**src/rtl/btb_pkg.sv**
```systemverilog
// btb_pkg: BTB geometry, update record, controller states and PC field helpers.
package btb_pkg;
    localparam int DATA_W     = 32;
    localparam int ENTRY_BITS = 3;
    localparam int ENTRIES    = 1 << ENTRY_BITS;
    localparam int TAG_BITS   = DATA_W - 2 - ENTRY_BITS;
    localparam int Q_DEPTH    = 4;

    typedef enum logic {INIT = 1'b0, RUN = 1'b1} state_t;

    typedef struct packed {
        logic [ENTRY_BITS-1:0] entry;
        logic [TAG_BITS-1:0]   tag;
        logic [DATA_W-1:0]     target;
        logic                  valid;
    } upd_t;

    localparam int UPD_W = $bits(upd_t);

    function automatic logic [ENTRY_BITS-1:0] pc_entry(input logic [DATA_W-1:0] pc);
        return pc[ENTRY_BITS+1:2];
    endfunction

    function automatic logic [TAG_BITS-1:0] pc_tag(input logic [DATA_W-1:0] pc);
        return pc[DATA_W-1:ENTRY_BITS+2];
    endfunction
endpackage

```
**src/rtl/btb_update_fifo.sv**
```systemverilog
// btb_update_fifo: synchronous FIFO holding pending BTB update records.
module btb_update_fifo
    import btb_pkg::*;
#(
    parameter int DEPTH = 4
) (
    input  logic                   clk,
    input  logic                   rst_n,
    input  logic                   push_i,
    input  logic [UPD_W-1:0]       push_data_i,
    input  logic                   pop_i,
    output logic [UPD_W-1:0]       head_o,
    output logic                   full_o,
    output logic                   empty_o,
    output logic [$clog2(DEPTH):0] count_o
);
    localparam int AW = $clog2(DEPTH);

    logic [UPD_W-1:0] mem_q [DEPTH];
    logic [AW-1:0]    wptr_q, rptr_q;
    logic [AW:0]      count_q;
    logic             do_push, do_pop;

    assign full_o  = count_q == (AW+1)'(DEPTH);
    assign empty_o = count_q == '0;
    assign count_o = count_q;
    assign head_o  = mem_q[rptr_q];
    assign do_push = push_i && !full_o;
    assign do_pop  = pop_i && !empty_o;

    always_ff @(posedge clk) begin
        if (!rst_n) begin
            wptr_q  <= '0;
            rptr_q  <= '0;
            count_q <= '0;
        end else begin
            wptr_q  <= wptr_q + AW'(do_push);
            rptr_q  <= rptr_q + AW'(do_pop);
            count_q <= count_q + (AW+1)'(do_push) - (AW+1)'(do_pop);
        end
    end

    always_ff @(posedge clk)
        if (do_push) mem_q[wptr_q] <= push_data_i;
endmodule

```
**src/rtl/btb_update_ctrl.sv**
```systemverilog
// btb_update_ctrl: resolves EX branches, redirects on mispredict and arbitrates the BTB write port.
module btb_update_ctrl
    import btb_pkg::*;
(
    input  logic                  clk,
    input  logic                  rst_n,
    input  logic                  Ex_Valid,
    input  logic [DATA_W-1:0]     PC_Ex,
    input  logic                  Ex_Taken,
    input  logic [DATA_W-1:0]     Ex_Target,
    input  logic                  Ex_Pred_Hit,
    input  logic [DATA_W-1:0]     Ex_Pred_Target,
    input  logic                  Inv_Req,
    input  logic [ENTRY_BITS-1:0] Inv_Entry,
    output logic                  Inv_Ack,
    output logic                  Stall_Ex,
    output logic                  Redirect,
    output logic [DATA_W-1:0]     Redirect_PC,
    output logic                  Wr_En,
    output logic [ENTRY_BITS-1:0] Wr_Entry,
    output logic [TAG_BITS-1:0]   Wr_Tag,
    output logic [DATA_W-1:0]     Wr_Target,
    output logic                  Wr_Valid,
    output logic                  Ready,
    output logic [15:0]           Mispred_Cnt
);
    localparam int CW = $clog2(Q_DEPTH);

    state_t                state_q, state_d;
    logic [ENTRY_BITS:0]   idx_q, idx_d;
    logic                  stall_q, stall_d, ack_q, ack_d, redir_q, redir_d;
    logic [DATA_W-1:0]     redir_pc_q, redir_pc_d;
    logic [15:0]           cnt_q, cnt_d;
    logic                  wr_en_q, wr_en_d, wr_valid_q, wr_valid_d;
    logic [ENTRY_BITS-1:0] wr_entry_q, wr_entry_d;
    logic [TAG_BITS-1:0]   wr_tag_q, wr_tag_d;
    logic [DATA_W-1:0]     wr_target_q, wr_target_d;
    logic                  run, qual, mispred, enq, pop, full, empty;
    logic [CW:0]           count, count_nx;
    upd_t                  enq_rec, head;

    assign run     = state_q == RUN;
    assign qual    = run && Ex_Valid && !stall_q;
    assign mispred = (Ex_Taken != Ex_Pred_Hit) || (Ex_Taken && Ex_Pred_Hit && Ex_Target != Ex_Pred_Target);
    // Every mispredict needs exactly one BTB update, so the enqueue rule coincides with it.
    assign enq     = qual && mispred;
    assign pop     = run && !Inv_Req && !empty;
    assign enq_rec = '{entry: pc_entry(PC_Ex), tag: pc_tag(PC_Ex), target: Ex_Taken ? Ex_Target : '0, valid: Ex_Taken};
    assign count_nx = count + (CW+1)'(enq) - (CW+1)'(pop);

    btb_update_fifo #(.DEPTH(Q_DEPTH)) u_fifo (
        .clk        (clk),
        .rst_n      (rst_n),
        .push_i     (enq),
        .push_data_i(enq_rec),
        .pop_i      (pop),
        .head_o     (head),
        .full_o     (full),
        .empty_o    (empty),
        .count_o    (count)
    );

    always_comb begin
        state_d     = state_q;
        idx_d       = idx_q;
        wr_en_d     = 1'b0;
        wr_entry_d  = wr_entry_q;
        wr_tag_d    = wr_tag_q;
        wr_target_d = wr_target_q;
        wr_valid_d  = wr_valid_q;
        if (!run) begin
            if (idx_q[ENTRY_BITS]) begin
                state_d = RUN;
            end else begin
                wr_en_d     = 1'b1;
                wr_entry_d  = idx_q[ENTRY_BITS-1:0];
                wr_tag_d    = '0;
                wr_target_d = '0;
                wr_valid_d  = 1'b0;
                idx_d       = idx_q + 1'b1;
            end
        end else if (Inv_Req) begin
            wr_en_d     = 1'b1;
            wr_entry_d  = Inv_Entry;
            wr_tag_d    = '0;
            wr_target_d = '0;
            wr_valid_d  = 1'b0;
        end else if (!empty) begin
            wr_en_d     = 1'b1;
            wr_entry_d  = head.entry;
            wr_tag_d    = head.tag;
            wr_target_d = head.target;
            wr_valid_d  = head.valid;
        end
        ack_d      = run && Inv_Req;
        stall_d    = state_d == INIT || count_nx == (CW+1)'(Q_DEPTH);
        redir_d    = enq;
        redir_pc_d = enq ? (Ex_Taken ? Ex_Target : PC_Ex + DATA_W'(4)) : redir_pc_q;
        cnt_d      = (enq && cnt_q != 16'hFFFF) ? cnt_q + 16'd1 : cnt_q;
    end

    always_ff @(posedge clk) begin
        if (!rst_n) begin
            state_q     <= INIT;
            idx_q       <= '0;
            stall_q     <= 1'b0;
            ack_q       <= 1'b0;
            redir_q     <= 1'b0;
            redir_pc_q  <= '0;
            cnt_q       <= '0;
            wr_en_q     <= 1'b0;
            wr_entry_q  <= '0;
            wr_tag_q    <= '0;
            wr_target_q <= '0;
            wr_valid_q  <= 1'b0;
        end else begin
            state_q     <= state_d;
            idx_q       <= idx_d;
            stall_q     <= stall_d;
            ack_q       <= ack_d;
            redir_q     <= redir_d;
            redir_pc_q  <= redir_pc_d;
            cnt_q       <= cnt_d;
            wr_en_q     <= wr_en_d;
            wr_entry_q  <= wr_entry_d;
            wr_tag_q    <= wr_tag_d;
            wr_target_q <= wr_target_d;
            wr_valid_q  <= wr_valid_d;
        end
    end

    assign Ready       = run;
    assign Stall_Ex    = stall_q;
    assign Inv_Ack     = ack_q;
    assign Redirect    = redir_q;
    assign Redirect_PC = redir_pc_q;
    assign Mispred_Cnt = cnt_q;
    assign Wr_En       = wr_en_q;
    assign Wr_Entry    = wr_entry_q;
    assign Wr_Tag      = wr_tag_q;
    assign Wr_Target   = wr_target_q;
    assign Wr_Valid    = wr_valid_q;
endmodule

```
**config.mk**
```make
export PLATFORM = sky130hd
export DESIGN_NAME = btb_update_ctrl
export DESIGN_NICKNAME = d
export VERILOG_FILES = /design/src/rtl/btb_pkg.sv /design/src/rtl/btb_update_fifo.sv /design/src/rtl/btb_update_ctrl.sv
export SDC_FILE = /design/constraint.sdc
export NUM_CORES = 1
export LEC_CHECK = 0
export BUFFER_PORTS_ARGS = -buffer_cell sky130_fd_sc_hd__buf_2
export CAP_MARGIN = 20
export CORE_MARGIN = 1.5
export CORE_UTILIZATION = 48
export DETAILED_ROUTE_END_ITERATION = 8
export GPL_ROUTABILITY_DRIVEN = 0
export PLACE_DENSITY = 0.68
export SLEW_MARGIN = 30
export SYNTH_ARGS = -nofsm -noshare
export SYNTH_HDL_FRONTEND = slang
export SYNTH_SLANG_ARGS = --single-unit
```
**constraint.sdc**
```tcl
create_clock -name clk -period 13.75 [get_ports clk]
set_clock_uncertainty 0.1 [all_clocks]
set_input_delay 2.0625 -clock clk [delete_from_list [all_inputs] [get_ports clk]]
set_output_delay 2.0625 -clock clk [all_outputs]
set_load 0.02 [all_outputs]
```
==> flow_metrics.env <==
export IMPL_post_route_period_util=0.349
export IMPL_worstPathMaxFanout=12
export IMPL_layout_cells_non_filler=1740
export IMPL_dp_cells=1663
export IMPL_die_area_um2=33600
export IMPL_fin_nets=1420
export IMPL_cpPeakStageDelay_ns=0.64
export IMPL_detail_route_iter0_violations=838
export IMPL_power_density_nw_per_um2=131
export IMPL_yosysMostFrequentCell="edfxtp_1"
export IMPL_crit_chain="buf_2 > xor2_1 > nor4_1 > nand4_1 > o21a_1 > nor2_4 > inv_2 > ha_1 > inv_1 > fa_1 > a31oi_1 > nor2_1"
export IMPL_peakVddDrop_mv=0.103
export IMPL_power_mw=2.41
export IMPL_initial_core_util=0.491
export IMPL_endpoint_kind="flip-flop"
export IMPL_slowest_stage="nor4_1"
export IMPL_first_pass_iters=6
export IMPL_synth_main_ff_cell="edfxtp_1"
export IMPL_numPortBuffers=220
export IMPL_synth_cell_types=60
export IMPL_drive_above_1_share=0.293
export IMPL_cts_made_buffers=40
export IMPL_yosys_warnings=0
export IMPL_multiInputGateArea_um2=5140
export IMPL_post_cts_buffers=0
export IMPL_cts_hold_buffers=0
export IMPL_grt_pass1_vias=9869
export IMPL_min_path_type="reg2reg"
export IMPL_syn_inst=1089
export IMPL_rsz0062_at_grt="false"
export IMPL_ys_ff_latch=379
export IMPL_syn2layout_area_growth_pct=18.4
export IMPL_ioPinCount=221
export IMPL_power_leakage_nw=6.74
export IMPL_syn_area_um2=15600
export IMPL_wl_per_cell_um=23.0
export IMPL_clock_latency_ns=0.53
export IMPL_place_area_um2=17100
export IMPL_tightest_slew_ns=0.906
export IMPL_cts_root_buf="clkbuf_16"
export IMPL_fp_dieH_um=183
export IMPL_drc=0
export IMPL_vias_per_cell=5.70
export IMPL_place_hpwl_um=26600
export IMPL_antenna_found_initial=4
export IMPL_required_ns=14.02
export IMPL_maxCapViolCount=0
export IMPL_drtAntennaViolNets=0
export IMPL_htreeDepth=2
export IMPL_grt_start_max_net_pins=79
export IMPL_ys_async_sr_fraction=0
export IMPL_synth_top_area_cell="edfxtp_1"
export IMPL_synth_edf_count=252
export IMPL_slew_headroom=0.396
export IMPL_rows=65
export IMPL_start_kind="primary input"
export IMPL_crit_type="in2reg"
export IMPL_grt_pass1_wl_um=60500
export IMPL_clk_path_buf_depth=3
export IMPL_routed_wl_um=40000
export IMPL_dieWidth_um=183
export IMPL_tritoncts="yes"
export IMPL_final_hold_viol_count=0
export IMPL_design_area_um2=18500
export IMPL_status="finished clean"
export IMPL_setup_violations=0
export IMPL_post_cts_resized=0
export IMPL_report_final_slew_viol_count=0
export IMPL_utilization=0.582
export IMPL_via_count=9926
export IMPL_gr_total_overflow=0
export IMPL_regArea_um2=10100
export IMPL_arrival_ns=5.07
export IMPL_fmax_ghz=0.208
export IMPL_synth_top_cell_area_share=0.486
export IMPL_syn_nets=1205
export IMPL_clkSinkCount=379
export IMPL_r2r_slack_ns=10.34
export IMPL_fillers=2543
export IMPL_core_area_um2=31700
export IMPL_seq_area_frac_synth=0.649
export IMPL_clkTransAtPathRegs_ns=0.05
export IMPL_synth_area_leaders="edfxtp_1 (49%), dfxtp_1 (16%), mux4_2 (9.1%)"
export IMPL_grt_use_total=0.242
export IMPL_post_route_min_period_ns=4.81
export IMPL_synth_avg_cell_area_um2=14.3
export IMPL_yosys_top_cells_count="edfxtp_1 (252), dfxtp_1 (127), nor2_1 (91), mux4_2 (63), a22oi_1 (60)"
## cell usage in the layout (no fill, tap or decap), drive strengths merged, types with 27 or more instances in the layout
cell type    n
a21oi       27
a22oi       60
and2        40
dfxtp      127
nor2        92
buf        239
nand2       55
clkbuf      63
mux4        63
xor2        43
edfxtp     252
mux2i       36
## worst max-delay path, delay by kind of cell
| kind | cells | cell delay, ns |
|---|---|---|
| xor gates and xnor gates | 1 | 0.21 |
| adders and majority gates | 2 | 0.63 |
| buffers and inverters | 3 | 0.29 |
| and+or+nand+nor | 4 | 1.35 |
| AOI/OAI and AO/OA | 2 | 0.53 |
## metal layers
| layer | GRT usage | routed length (µm) | vias up |
|---|---|---|---|
| met1 | 0.330 | 16800 | 4921 |
| met2 | 0.387 | 18900 | 369 |
| met3 | 0.0457 | 2830 | 73 |
| li1 | - | - | 4559 |
| met4 | 0.0980 | 1520 | 4 |
| met5 | 0 | 20 | - |
## cell type report
class	count	area share
clock inverter	11	0.00861
timing repair buffer	239	0.0685
clock buffer	63	0.0645
sequential	379	0.548
multi-input combinational	625	0.279
antenna	2	0.000271
tap	402	0.0273
inverter	19	0.00387
## cell families (layout without fill, tap and decap cells)
logic type | after synthesis | after routing | share of synthesized area
flops | 379 | 379 | 0.649
simple gates | 290 | 290 | 0.0974
compound gates | 161 | 161 | 0.0700
mux | 99 | 99 | 0.114
buf+inv | 85 | 332 | 0.0238
xor+xnor | 64 | 64 | 0.0360
fa+ha+maj | 11 | 11 | 0.00980
other cells | 0 | 2 | 0
## state kept, by name, summed over array words and instances, names as in the netlist
signal          cells
Redirect            1
u_fifo.mem_q      252
Wr_Target          32
u_fifo.rptr_q       2
Wr_Valid            1
Wr_Tag             27
Mispred_Cnt        16
Ready               1
u_fifo.wptr_q       2
Stall_Ex            1
Wr_Entry            3
Inv_Ack             1
Wr_En               1
idx_q               4
Redirect_PC        32
u_fifo.count_o      3
## worst paths after layout
path,from,endpoint,cells after the start
setup / recovery,Ex_Pred_Target[3],Stall_Ex,12
hold / removal,Redirect_PC[10],Redirect_PC[10],2
setup reg to reg,Ready,u_fifo.mem_q[2][4],7
hold reg to reg,Redirect_PC[10],Redirect_PC[10],2
## per-stage QoR
stage	setup slack, ns	setup TNS [ns]	hold slack (ns)
2_1_floorplan	-0.0169	-4.20	0.356
3_3_place_gp	7.84	0	0.351
3_5_place_dp	7.81	0	0.357
4_1_cts	8.35	0	0.370
5_1_grt	8.69	0	0.396
6_report	8.94	0	0.370
## report_power, final
part / internal (mW) / switching (mW)
logic: 0.0303 / 0.0639
clock network: 0.670 / 0.428
registers: 1.21 / 0.00186
total: 1.92 / 0.494
Note: power is estimated with default switching activity, not from simulation.
